==> src/rtl/fp16_pkg.sv <==
// Shared half-precision constants and the divider FSM encoding.
// Used by the fp16 multiplier and divider so both agree on field layout.
package fp16_pkg;

    localparam int FP16_EXP_W = 5;
    localparam int FP16_MAN_W = 10;
    localparam int FP16_BIAS  = 15;
    localparam logic [14:0] FP16_INF = 15'h7C00;

    // significand width including the hidden bit
    localparam int FP16_SIG_W = FP16_MAN_W + 1;
    localparam int DIV_ITERS  = 12;

    typedef enum logic [1:0] {
        ST_IDLE = 2'd0,
        ST_DIV  = 2'd1,
        ST_NORM = 2'd2,
        ST_DONE = 2'd3
    } fp16_state_e;

endpackage

==> src/rtl/fp16_divider_seq_if.sv <==
// Handshake and operand/result bundle of the sequential fp16 divider.
//   start        request, sampled only while the divider is idle
//   A, B         dividend and divisor {sign, exp[4:0], man[9:0]}
//   busy, done   operation in flight / one-cycle completion pulse
//   out, dz, ovf quotient and flags, held until the next done
interface fp16_divider_seq_if;

    logic        start;
    logic [15:0] A;
    logic [15:0] B;
    logic        busy;
    logic        done;
    logic [15:0] out;
    logic        dz;
    logic        ovf;

    modport master (
        output start, A, B,
        input  busy, done, out, dz, ovf
    );

    modport slave (
        input  start, A, B,
        output busy, done, out, dz, ovf
    );

endinterface

==> src/rtl/fp16_div_step.sv <==
// One restoring-division step, purely combinational.
//   rem       partial remainder (13b)
//   divisor   11-bit significand including hidden bit
//   rem_next  (rem - divisor) << 1 when rem >= divisor, else rem << 1
//   qbit      quotient bit, 1 when rem >= divisor
// The subtract is a ripple-carry add of rem + ~divisor + 1; its carry out
// doubles as the rem >= divisor compare, so no separate comparator exists.
module fp16_div_step
    import fp16_pkg::*;
(
    input  logic [12:0]           rem,
    input  logic [FP16_SIG_W-1:0] divisor,
    output logic [12:0]           rem_next,
    output logic                  qbit
);

    logic [12:0] sub_b;
    logic [13:0] carry;
    logic [11:0] diff;

    assign sub_b    = ~{2'b00, divisor};
    assign carry[0] = 1'b1;

    // The top sum bit is never kept: a successful subtract leaves a value
    // below the divisor, so only its carry is needed.
    for (genvar i = 0; i < 13; i++) begin : g_rca
        assign carry[i+1] = (rem[i] & sub_b[i]) | (carry[i] & (rem[i] ^ sub_b[i]));
        if (i < 12) begin : g_sum
            assign diff[i] = rem[i] ^ sub_b[i] ^ carry[i];
        end
    end

    assign qbit     = carry[13];
    assign rem_next = qbit ? {diff, 1'b0} : {rem[11:0], 1'b0};

endmodule

==> src/rtl/fp16_divider_seq.sv <==
// Sequential IEEE-754 half-precision divider, out = A / B.
// Normal operands only, truncating mantissa, no denormals; exp=31 inputs are
// treated as ordinary exponents. One quotient bit per cycle, fixed latency of
// 14 cycles from the accept cycle to done.
//   CLK      clock, rising edge
//   RESETn   asynchronous active-low reset, aborts any operation in flight
//   bus      slave side of fp16_divider_seq_if (start/A/B in, busy/done/out/dz/ovf out)
//
// state   | meaning
// --------+--------------------------------------------------------------
// ST_IDLE | waiting for start; operands captured on the accept edge
// ST_DIV  | 12 restoring steps, iter_cnt 0..11
// ST_NORM | normalise quotient, apply exceptions, register result + done
// ST_DONE | done pulse cycle; start is ignored here
module fp16_divider_seq
    import fp16_pkg::*;
(
    input  logic               CLK,
    input  logic               RESETn,
    fp16_divider_seq_if.slave  bus
);

    fp16_state_e           state;
    logic [3:0]            iter_cnt;
    logic                  sign_q;
    logic                  a_zero_q;
    logic                  b_zero_q;
    logic signed [6:0]     eq_q;
    logic [FP16_SIG_W-1:0] mb_q;
    logic [12:0]           rem_q;
    logic [11:0]           quo_q;

    logic [12:0]           rem_next;
    logic                  qbit;

    logic [FP16_EXP_W-1:0] ea;
    logic [FP16_EXP_W-1:0] eb;
    logic signed [6:0]     eq_calc;

    logic signed [6:0]     exp_norm;
    logic [FP16_MAN_W-1:0] man_norm;
    logic [15:0]           res;
    logic                  res_dz;
    logic                  res_ovf;

    assign ea = bus.A[FP16_MAN_W +: FP16_EXP_W];
    assign eb = bus.B[FP16_MAN_W +: FP16_EXP_W];

    // 7-bit two's complement covers the full -16..46 range of ea - eb + bias.
    assign eq_calc = 7'(ea) - 7'(eb) + 7'(FP16_BIAS);

    fp16_div_step u_step (
        .rem      (rem_q),
        .divisor  (mb_q),
        .rem_next (rem_next),
        .qbit     (qbit)
    );

    // Quotient lies in (2^10, 2^12): either the top bit is the hidden one,
    // or the next bit is and the exponent drops by one.
    always_comb begin
        exp_norm = quo_q[11] ? eq_q : eq_q - 7'sd1;
        man_norm = quo_q[11] ? quo_q[10:1] : quo_q[9:0];
        res      = {sign_q, 15'h0000};
        res_dz   = 1'b0;
        res_ovf  = 1'b0;
        if (b_zero_q) begin
            res    = {sign_q, FP16_INF};
            res_dz = 1'b1;
        end else if (a_zero_q) begin
            res = {sign_q, 15'h0000};
        end else if (exp_norm >= 7'sd31) begin
            res     = {sign_q, FP16_INF};
            res_ovf = 1'b1;
        end else if (exp_norm <= 7'sd0) begin
            res = {sign_q, 15'h0000};
        end else begin
            res = {sign_q, exp_norm[4:0], man_norm};
        end
    end

    always_ff @(posedge CLK or negedge RESETn) begin
        if (!RESETn) begin
            state    <= ST_IDLE;
            iter_cnt <= '0;
            sign_q   <= 1'b0;
            a_zero_q <= 1'b0;
            b_zero_q <= 1'b0;
            eq_q     <= '0;
            mb_q     <= '0;
            rem_q    <= '0;
            quo_q    <= '0;
            bus.busy <= 1'b0;
            bus.done <= 1'b0;
            bus.out  <= 16'h0000;
            bus.dz   <= 1'b0;
            bus.ovf  <= 1'b0;
        end else begin
            case (state)
                ST_IDLE: begin
                    if (bus.start) begin
                        sign_q   <= bus.A[15] ^ bus.B[15];
                        a_zero_q <= (ea == '0);
                        b_zero_q <= (eb == '0);
                        eq_q     <= eq_calc;
                        mb_q     <= {1'b1, bus.B[FP16_MAN_W-1:0]};
                        rem_q    <= {2'b00, 1'b1, bus.A[FP16_MAN_W-1:0]};
                        quo_q    <= '0;
                        iter_cnt <= '0;
                        bus.busy <= 1'b1;
                        state    <= ST_DIV;
                    end
                end
                ST_DIV: begin
                    rem_q    <= rem_next;
                    quo_q    <= {quo_q[10:0], qbit};
                    iter_cnt <= iter_cnt + 4'd1;
                    if (iter_cnt == 4'(DIV_ITERS - 1)) begin
                        state <= ST_NORM;
                    end
                end
                ST_NORM: begin
                    bus.out  <= res;
                    bus.dz   <= res_dz;
                    bus.ovf  <= res_ovf;
                    bus.done <= 1'b1;
                    state    <= ST_DONE;
                end
                ST_DONE: begin
                    bus.done <= 1'b0;
                    bus.busy <= 1'b0;
                    state    <= ST_IDLE;
                end
                default: begin
                    state <= ST_IDLE;
                end
            endcase
        end
    end

endmodule

==> src/flat_wrapper.sv <==
// flat-port wrapper written by rule: the top's interface ports become plain ports
module fp16_divider_seq_flat import fp16_pkg::*;
  (CLK, RESETn, bus_start, bus_A, bus_B, bus_busy, bus_done, bus_out, bus_dz, bus_ovf);
  fp16_divider_seq_if bus_i ();
  input  logic CLK;
  input  logic RESETn;
  input wire logic [$bits(bus_i.start)-1:0] bus_start;
  input wire logic [$bits(bus_i.A)-1:0] bus_A;
  input wire logic [$bits(bus_i.B)-1:0] bus_B;
  output wire logic [$bits(bus_i.busy)-1:0] bus_busy;
  output wire logic [$bits(bus_i.done)-1:0] bus_done;
  output wire logic [$bits(bus_i.out)-1:0] bus_out;
  output wire logic [$bits(bus_i.dz)-1:0] bus_dz;
  output wire logic [$bits(bus_i.ovf)-1:0] bus_ovf;
  assign bus_i.start = bus_start;
  assign bus_i.A = bus_A;
  assign bus_i.B = bus_B;
  assign bus_busy = bus_i.busy;
  assign bus_done = bus_i.done;
  assign bus_out = bus_i.out;
  assign bus_dz = bus_i.dz;
  assign bus_ovf = bus_i.ovf;
  fp16_divider_seq u_core (.CLK(CLK), .RESETn(RESETn), .bus(bus_i));
endmodule
==> config.mk <==
export PLATFORM = sky130hd
export DESIGN_NAME = fp16_divider_seq_flat
export DESIGN_NICKNAME = d
export VERILOG_FILES = /design/src/rtl/fp16_pkg.sv /design/src/rtl/fp16_divider_seq_if.sv /design/src/rtl/fp16_div_step.sv /design/src/rtl/fp16_divider_seq.sv /design/src/flat_wrapper.sv
export SDC_FILE = /design/constraint.sdc
export NUM_CORES = 1
export LEC_CHECK = 0
export ABC_AREA = 1
export CORE_ASPECT_RATIO = 0.8
export CORE_MARGIN = 2
export CORE_UTILIZATION = 51
export CTS_BUF_LIST = sky130_fd_sc_hd__clkbuf_4
export CTS_CLUSTER_DIAMETER = 100
export DETAILED_ROUTE_END_ITERATION = 10
export PLACE_DENSITY = 0.78
export SYNTH_ARGS = -nofsm -noshare
export SYNTH_HDL_FRONTEND = slang
export SYNTH_SLANG_ARGS = --single-unit
==> constraint.sdc <==
create_clock -name CLK -period 5.3 [get_ports CLK]
set_clock_uncertainty 0.2 [all_clocks]
set_input_delay 1.06 -clock CLK [delete_from_list [all_inputs] [get_ports CLK]]
set_output_delay 1.06 -clock CLK [all_outputs]
set_load 0.02 [all_outputs]
# Yosys cells after proc, flatten, opt, wreduce, memory -nomap -nowiden
# Index checks and enable logic that the tools add are counted.
# Widths: inputs -> output; s select.
# totals
register_bits	72
latchBits	0
ramBits	0
romBits	0
wordCells	124
n_memories	0
# op_classes
n_addsub	4
n_mul	0
n_div	0
magnitude_cmp	2
eq_ne	6
shift	0
mux	23
bitwise	65
n_reduce_logical	10
# op_table
op	n
$mux 15	4
$mux 13	2
$pmux 13 s2	1
$and 1x1->1	25
$xor 1x1->1	25
$pmux 12 s2	1
$not 11->13	1
$or 1x1->1	13
$mux 12	1
$logic_not 5->1	2
$mux 10	1
$pmux 2 s4	1
$pmux 4 s2	1
$reduce_and 2->1	4
$add 7x4->7 const B	1
$ge 7x6->1 const B	1
$le 7x1->1 const B	1
$mux 7	1
$sub 7x2->7 const B	1
$reduce_bool 2->1	3
$sub 5x5->6	1
$mux 1	5
$add 4x1->4 const B	1
$eq 2x2->1 const B	2
other kinds (9)	11

# Longest topological paths before layout
# Gate-level depths: netlist (run 1).
# logic_depth
ltp_word	29
ltp_mapped	20
ltp_nobuf	19

# Modules after synthesis
# A second synthesis (run 1) with hierarchy kept.
# unflattened
hier_cells	517
hier_area_um2	4142.7
# modules_own_cells
module	n_inst	cells_each	area_per_inst_um2	seq_area_each_um2
fp16_divider_seq	1	437	3626.0	1801.7
fp16_div_step	1	80	516.7	0.0

# Worst setup path before layout (run 1)
# OpenSTA, ideal clock, no wires.
# synth_timing
path_kind	register to register
start	register u_core.rem_q[0]
end	register u_core.rem_q[11]
setup_ns	0.126
arrival_time_ns	5.027
setup_slack_ns	-0.053
stages_incl_launch_ff	21
path_cell_list	dfrtp_1 > inv_1 > ha_1 > fa_1 > fa_1 > fa_1 > fa_1 > fa_1 > fa_1 > fa_1 > fa_1 > fa_1 > inv_1 > fa_1 > inv_1 > ha_1 > nand2_1 > clkbuf_1 > inv_1 > o21ai_0 > o22ai_1
# synth_via
elab_chain_cells	28
word_cells_on_any_way	30
classes_between	2 x mux; 28 x bitwise
# synth_rtl
element	line	rtl
start: declaration	fp16_divider_seq.sv:30	logic [12:0] rem_q;
start signal: assignment	fp16_divider_seq.sv:107	rem_q <= {2'b00, 1'b1, bus.A[FP16_MAN_W-1:0]};
start signal: assignment	fp16_divider_seq.sv:115	rem_q <= rem_next;
$and 1x1->1 / $xor 1x1->1 (equally long branches)	fp16_div_step.sv:27	assign carry[i+1] = (rem[i] & sub_b[i]) | (carry[i] & (rem[i] ^ sub_b[i]));
$or 1x1->1 (*)	fp16_div_step.sv:27	
$and 1x1->1 (*)	fp16_div_step.sv:27	
$or 1x1->1 (*)	fp16_div_step.sv:27	
$and 1x1->1 (*)	fp16_div_step.sv:27	
$or 1x1->1 (*)	fp16_div_step.sv:27	
$and 1x1->1 (*)	fp16_div_step.sv:27	
$or 1x1->1 (*)	fp16_div_step.sv:27	
[12 not listed]	-	
$and 1x1->1	fp16_div_step.sv:27	
$or 1x1->1	fp16_div_step.sv:27	
$and 1x1->1	fp16_div_step.sv:27	
$or 1x1->1	fp16_div_step.sv:27	
$and 1x1->1	fp16_div_step.sv:27	
$or 1x1->1	fp16_div_step.sv:27	
$mux 13 (*)	fp16_div_step.sv:34	assign rem_next = qbit ? {diff, 1'b0} : {rem[11:0], 1'b0};
$pmux 13 s2 (*)	fp16_divider_seq.sv:99	case (state)
# Mark *: on every way between the ends. The rest lies on a longest branch, timed or not.
# A chain may end at the register's enable or synchronous reset.

# Worst setup path after layout (run 1)
# layout_timing
start	register u_core.rem_q[0]
end	register u_core.rem_q[5]
# layout_via
elab_chain_cells	28
word_cells_on_any_way	30
classes_between	2 x mux; 28 x bitwise
# layout_rtl
element	line
$and 1x1->1 / $xor 1x1->1 (equally long branches)	fp16_div_step.sv:27
$or 1x1->1 (*)	fp16_div_step.sv:27
$and 1x1->1 (*)	fp16_div_step.sv:27
$or 1x1->1 (*)	fp16_div_step.sv:27
$and 1x1->1 (*)	fp16_div_step.sv:27
$or 1x1->1 (*)	fp16_div_step.sv:27
$and 1x1->1 (*)	fp16_div_step.sv:27
$or 1x1->1 (*)	fp16_div_step.sv:27
[12 not listed]	-
$and 1x1->1	fp16_div_step.sv:27
$or 1x1->1	fp16_div_step.sv:27
$and 1x1->1	fp16_div_step.sv:27
$or 1x1->1	fp16_div_step.sv:27
$and 1x1->1	fp16_div_step.sv:27
$or 1x1->1	fp16_div_step.sv:27
$mux 13 (*)	fp16_div_step.sv:34
$pmux 13 s2 (*)	fp16_divider_seq.sv:99
# Marked as above.

==> results.rst, run 1 <==
.. list-table::
   :header-rows: 1

   * - Metric
     - Value
   * - Outcome
     - completed
   * - CP arrival
     - 5.20 ns
   * - Most used cell along the critical path
     - fa_2
   * - Path type of the worst min-delay path
     - reg2reg
   * - Yosys cell types
     - 36
   * - Average routed wire per standard cell
     - 13.41 um
   * - Placer's final routability congestion estimate
     - 0.8606
   * - Height of the chip
     - 82.76 um
   * - Library cell with the highest instance count after synthesis
     - nand2_1
   * - Critical path's largest stage delay
     - 0.42 ns
   * - Final wirelength
     - 8.449 mm
   * - Count of yosys warnings during synthesis
     - 0
   * - Met2 WL
     - 3.858 mm
   * - Area taken by flip-flops and latches
     - 1802 sq um
   * - Final worst-path cycle share
     - 0.9647
   * - Initial core utilization
     - 0.5298
   * - Footprint of the multi-input gates
     - 1879 sq um
   * - Mapped Nets
     - 525
   * - Remaining max-slew budget at the tightest pin
     - 0.4040
   * - Clock sinks
     - 72
   * - Async S/R FF share, synth
     - 1.000
   * - Vias in the first global route
     - 3317
   * - Worst Path Required
     - 5.38 ns
   * - CTS root buffer
     - clkbuf_4
   * - Number of fill cells in the layout
     - 655
   * - Max-cap violation count
     - 0
   * - Number of antenna violations at the first check in global routing
     - 0
   * - Netlist area before placement
     - 3954 sq um
   * - Met1 WL
     - 3.976 mm
   * - Flop and latch count out of synthesis
     - 72
   * - Number of buffers on the longest clock path
     - 2
   * - Worst ir drop on vdd
     - 0.2462 mV
   * - Part of the total power dissipated in combinational logic
     - 0.548
   * - Sequential cell fraction of total power
     - 0.336
   * - Post-route insts no fill
     - 630
   * - NumNets Final
     - 580
   * - Number of buffers inserted during clock tree synthesis
     - 9
   * - Int Power
     - 1.580 mW
   * - Number of max-slew violations in the final report
     - 0
   * - Cell taking the most area after synthesis
     - dfrtp_1
   * - Number of enable flip-flop cells after synthesis
     - 0
   * - Final hold vios
     - 0
   * - Port-buffer cells
     - 54
   * - Total net switching power
     - 1.336 mW
   * - Total number of H-tree levels
     - 3
   * - Synthesis-to-layout area growth
     - 20.51%
   * - Largest cells by area after synthesis
     - dfrtp_1 (46%), nand2_1 (11%), fa_1 (5.6%), inv_1 (4.8%), ha_1 (4.4%)
   * - Routed vias/inst
     - 5.267
   * - Slowest CP cell
     - fa_2
   * - Post-route cell area
     - 4765 sq um
   * - Maximum clock frequency
     - 195.6 MHz
   * - Fraction of power consumed by the clock network
     - 0.116
   * - TritonRoute pass-1 iters
     - 4
   * - Smallest setup slack after layout
     - 0.1869 ns
   * - Starting DRT DRC Count
     - 197
   * - Die X-Extent
     - 102.4 um
   * - Cell count after synthesis
     - 465
   * - Number of rows in the core area
     - 28
   * - Full die area
     - 8477 sq um
   * - Transition at the pin with the smallest max-transition slack
     - 0.8940 ns
   * - Most frequent cells after synthesis
     - nand2_1 (114), dfrtp_1 (72), inv_1 (51)
   * - Post-synth top flop
     - dfrtp_1
   * - Pre-CTS setup slack
     - -0.1784 ns
   * - Worst-case hold slack
     - 0.2848 ns
   * - Number of DRC violations after detailed routing
     - 0
   * - Sequence of cells on the critical path
     - inv_2 -> ha_2 -> fa_2 -> fa_2 -> fa_2 -> fa_2 -> fa_2 -> fa_2 -> fa_2 -> fa_2 -> fa_2 -> inv_2 -> fa_2 -> inv_1 -> ha_2 -> nand2_2 -> buf_6 -> a21oi_1 -> o21ai_1 -> a22oi_2
   * - Power Dens Cells
     - 611.9 nW/um^2
   * - Count of nets left with antenna violations after detail routing
     - 0
   * - Vias after detailed routing
     - 3318
   * - Static Leakage
     - 2.263 nW
   * - Clock-pin slew on the worst setup and hold paths
     - 0.11 ns
   * - Proportion of synthesized chip area in sequential cells
     - 0.4557
   * - Setup repair after global routing missed its margin
     - false
   * - Setup-violating endpoint count in the final report
     - 0
   * - Number of ports placed on the die boundary
     - 55
   * - Switching share of total power
     - 0.4582
   * - Half-perimeter wire length of the detailed placement result
     - 6.130 mm
   * - Antenna cells
     - 0
   * - Crit path time final
     - 5.113 ns
   * - First-pass GRT wire length
     - 14.85 mm
   * - Setup crit end kind
     - register
   * - Kind of critical path
     - reg2reg
   * - Clock tree from TritonCTS
     - done
   * - Critical path launch point type
     - register
   * - Placed insts
     - 612
   * - GR Util All Layers
     - 0.2257
   * - Global route total overflow
     - 0
   * - Later-pin clock latency in the skew report
     - 0.41 ns
   * - Top sig layer
     - met4
   * - Instance area at placement
     - 4573 sq um
   * - Share of final-layout standard cells stronger than drive strength 1
     - 0.1162
   * - Top cell type's share of synthesized area
     - 0.4557
   * - Total power consumption of the routed design
     - 2.916 mW
   * - Hold_buf cts
     - 0
   * - Highest fanout seen on the critical path
     - 7
   * - Routed length on met3
     - 554 um
   * - Average footprint of a synthesized cell
     - 8.503 sq um
   * - Floorplan core area
     - 7462 sq um
   * - Maximum number of pins on one net before global-route repair
     - 44
## path summary, 6_finish.rpt
check | startpoint | to | slack, ns | cells after the start
min reg2reg | u_core.bus.out[15] | u_core.bus.out[15] | 0.28 | 2
max | u_core.rem_q[0] | u_core.rem_q[5] | 0.19 | 20
min | u_core.bus.out[15] | u_core.bus.out[15] | 0.28 | 2
min in group asynchronous | RESETn | u_core.quo_q[7] | 0.46 | 1
max reg2reg | u_core.rem_q[0] | u_core.rem_q[5] | 0.19 | 20
max in group asynchronous | RESETn | u_core.eq_q[0] | 3.44 | 2
## cell usage in the layout (no fill, tap or decap), types with 2 or more instances in the layout
cell / n
nand2_1: 113
dfrtp_1: 72
clkdlybuf4s50_1: 53
inv_1: 49
a21oi_1: 34
nand3_1: 25
nor2_1: 24
o21ai_0: 24
o22ai_1: 15
ha_1: 12
a211oi_1: 10
fa_2: 10
clkbuf_4: 10
a22oi_1: 8
inv_2: 7
nor3_1: 6
buf_4: 6
nand2_2: 5
nand4_1: 4
xnor2_1: 3
o21ai_1: 3
nor2_4: 3
clkinv_2: 3
clkinv_1: 2
a22o_1: 2
nand2_4: 2
nor2_2: 2
ha_2: 2
## timing repair
item                       4_1_cts  5_1_grt
setup endpoints to repair       12       13
cloned                           1        0
setup buffers                    1        0
hold endpoints to repair         0        0
resized for setup                8       12
pin swaps                        0        3
## metal layers
metal,vias up,global-route usage
li1,1645,-
met1,1548,0.2947
met2,115,0.3778
met3,10,0.06650
met4,0,0.04533
met5,-,0
## stage by stage
stage,utilization,TNS (ns)
2_1_floorplan,-,0
3_3_place_gp,0.6128,-0.06900
3_5_place_dp,0.6128,-1.435
4_1_cts,0.6351,0
5_1_grt,0.6385,0
6_report,0.6385,0
## cell families (layout without fill, tap and decap cells)
logic type               after synthesis  after routing  synth area share
AND/OR/NAND/NOR                      189            189            0.2098
AO/OA/AOI/OAI                        100            100            0.1494
buffers and inverters                 76            136           0.07848
flip-flops                            72             72            0.4557
adder cells (fa/ha/maj)               25             25            0.1000
XOR/XNOR                               3              3          0.006647
## area by class of cell
cell class                      instances  share of cell area
Multi-Input combinational cell        317              0.3944
Sequential cell                        72              0.3782
Timing Repair Buffer                   61              0.1242
Inverter                               59             0.04727
Tap cell                              105             0.02757
Clock buffer                           10             0.01576
Clock inverter                          6             0.01261
## registers in the layout, indices dropped and copies added (netlist names)
name / cells
u_core.mb_q: 11
u_core.a_zero_q: 1
u_core.bus.ovf: 1
u_core.bus.busy: 1
u_core.b_zero_q: 1
u_core.state: 2
u_core.rem_q: 13
u_core.bus.done: 1
u_core.sign_q: 1
u_core.eq_q: 7
u_core.bus.out: 16
u_core.iter_cnt: 4
u_core.quo_q: 12
u_core.bus.dz: 1
## power by group through the flow
stage	Clock, mW	Sequential (mW)	Combinational (mW)
5_1_grt	0.367	1.01	1.81
3_5_place_dp	0	0.985	1.53
2_1_floorplan	0	1.01	1.08
3_3_place_gp	0	0.977	1.46
4_1_cts	0.346	0.978	1.57
6_report	0.338	0.981	1.60
## critical path: cells and delay by family, from the launching register on
| kind | cells | cell delay [ns] |
|---|---|---|
| flip-flops | 1 | 0.37 |
| adder cells (fa/ha/maj) | 12 | 3.73 |
| buffers and inverters | 4 | 0.27 |
| AO/OA/AOI/OAI | 3 | 0.29 |
| AND/OR/NAND/NOR | 1 | 0.10 |
Note: power is estimated with default switching activity, not from simulation.
==> inputs of run 2 (changes only) <==
--- a/config.mk
+++ b/config.mk
@@ -11,6 +11,7 @@
 export CORE_UTILIZATION = 51
 export CTS_BUF_LIST = sky130_fd_sc_hd__clkbuf_4
 export CTS_CLUSTER_DIAMETER = 100
+export CTS_CLUSTER_SIZE = 40
 export DETAILED_ROUTE_END_ITERATION = 10
 export PLACE_DENSITY = 0.78
 export SYNTH_ARGS = -nofsm -noshare
==> results of run 2 <==
Same layout as run 1: the final DEF is identical, and so are final timing and power.
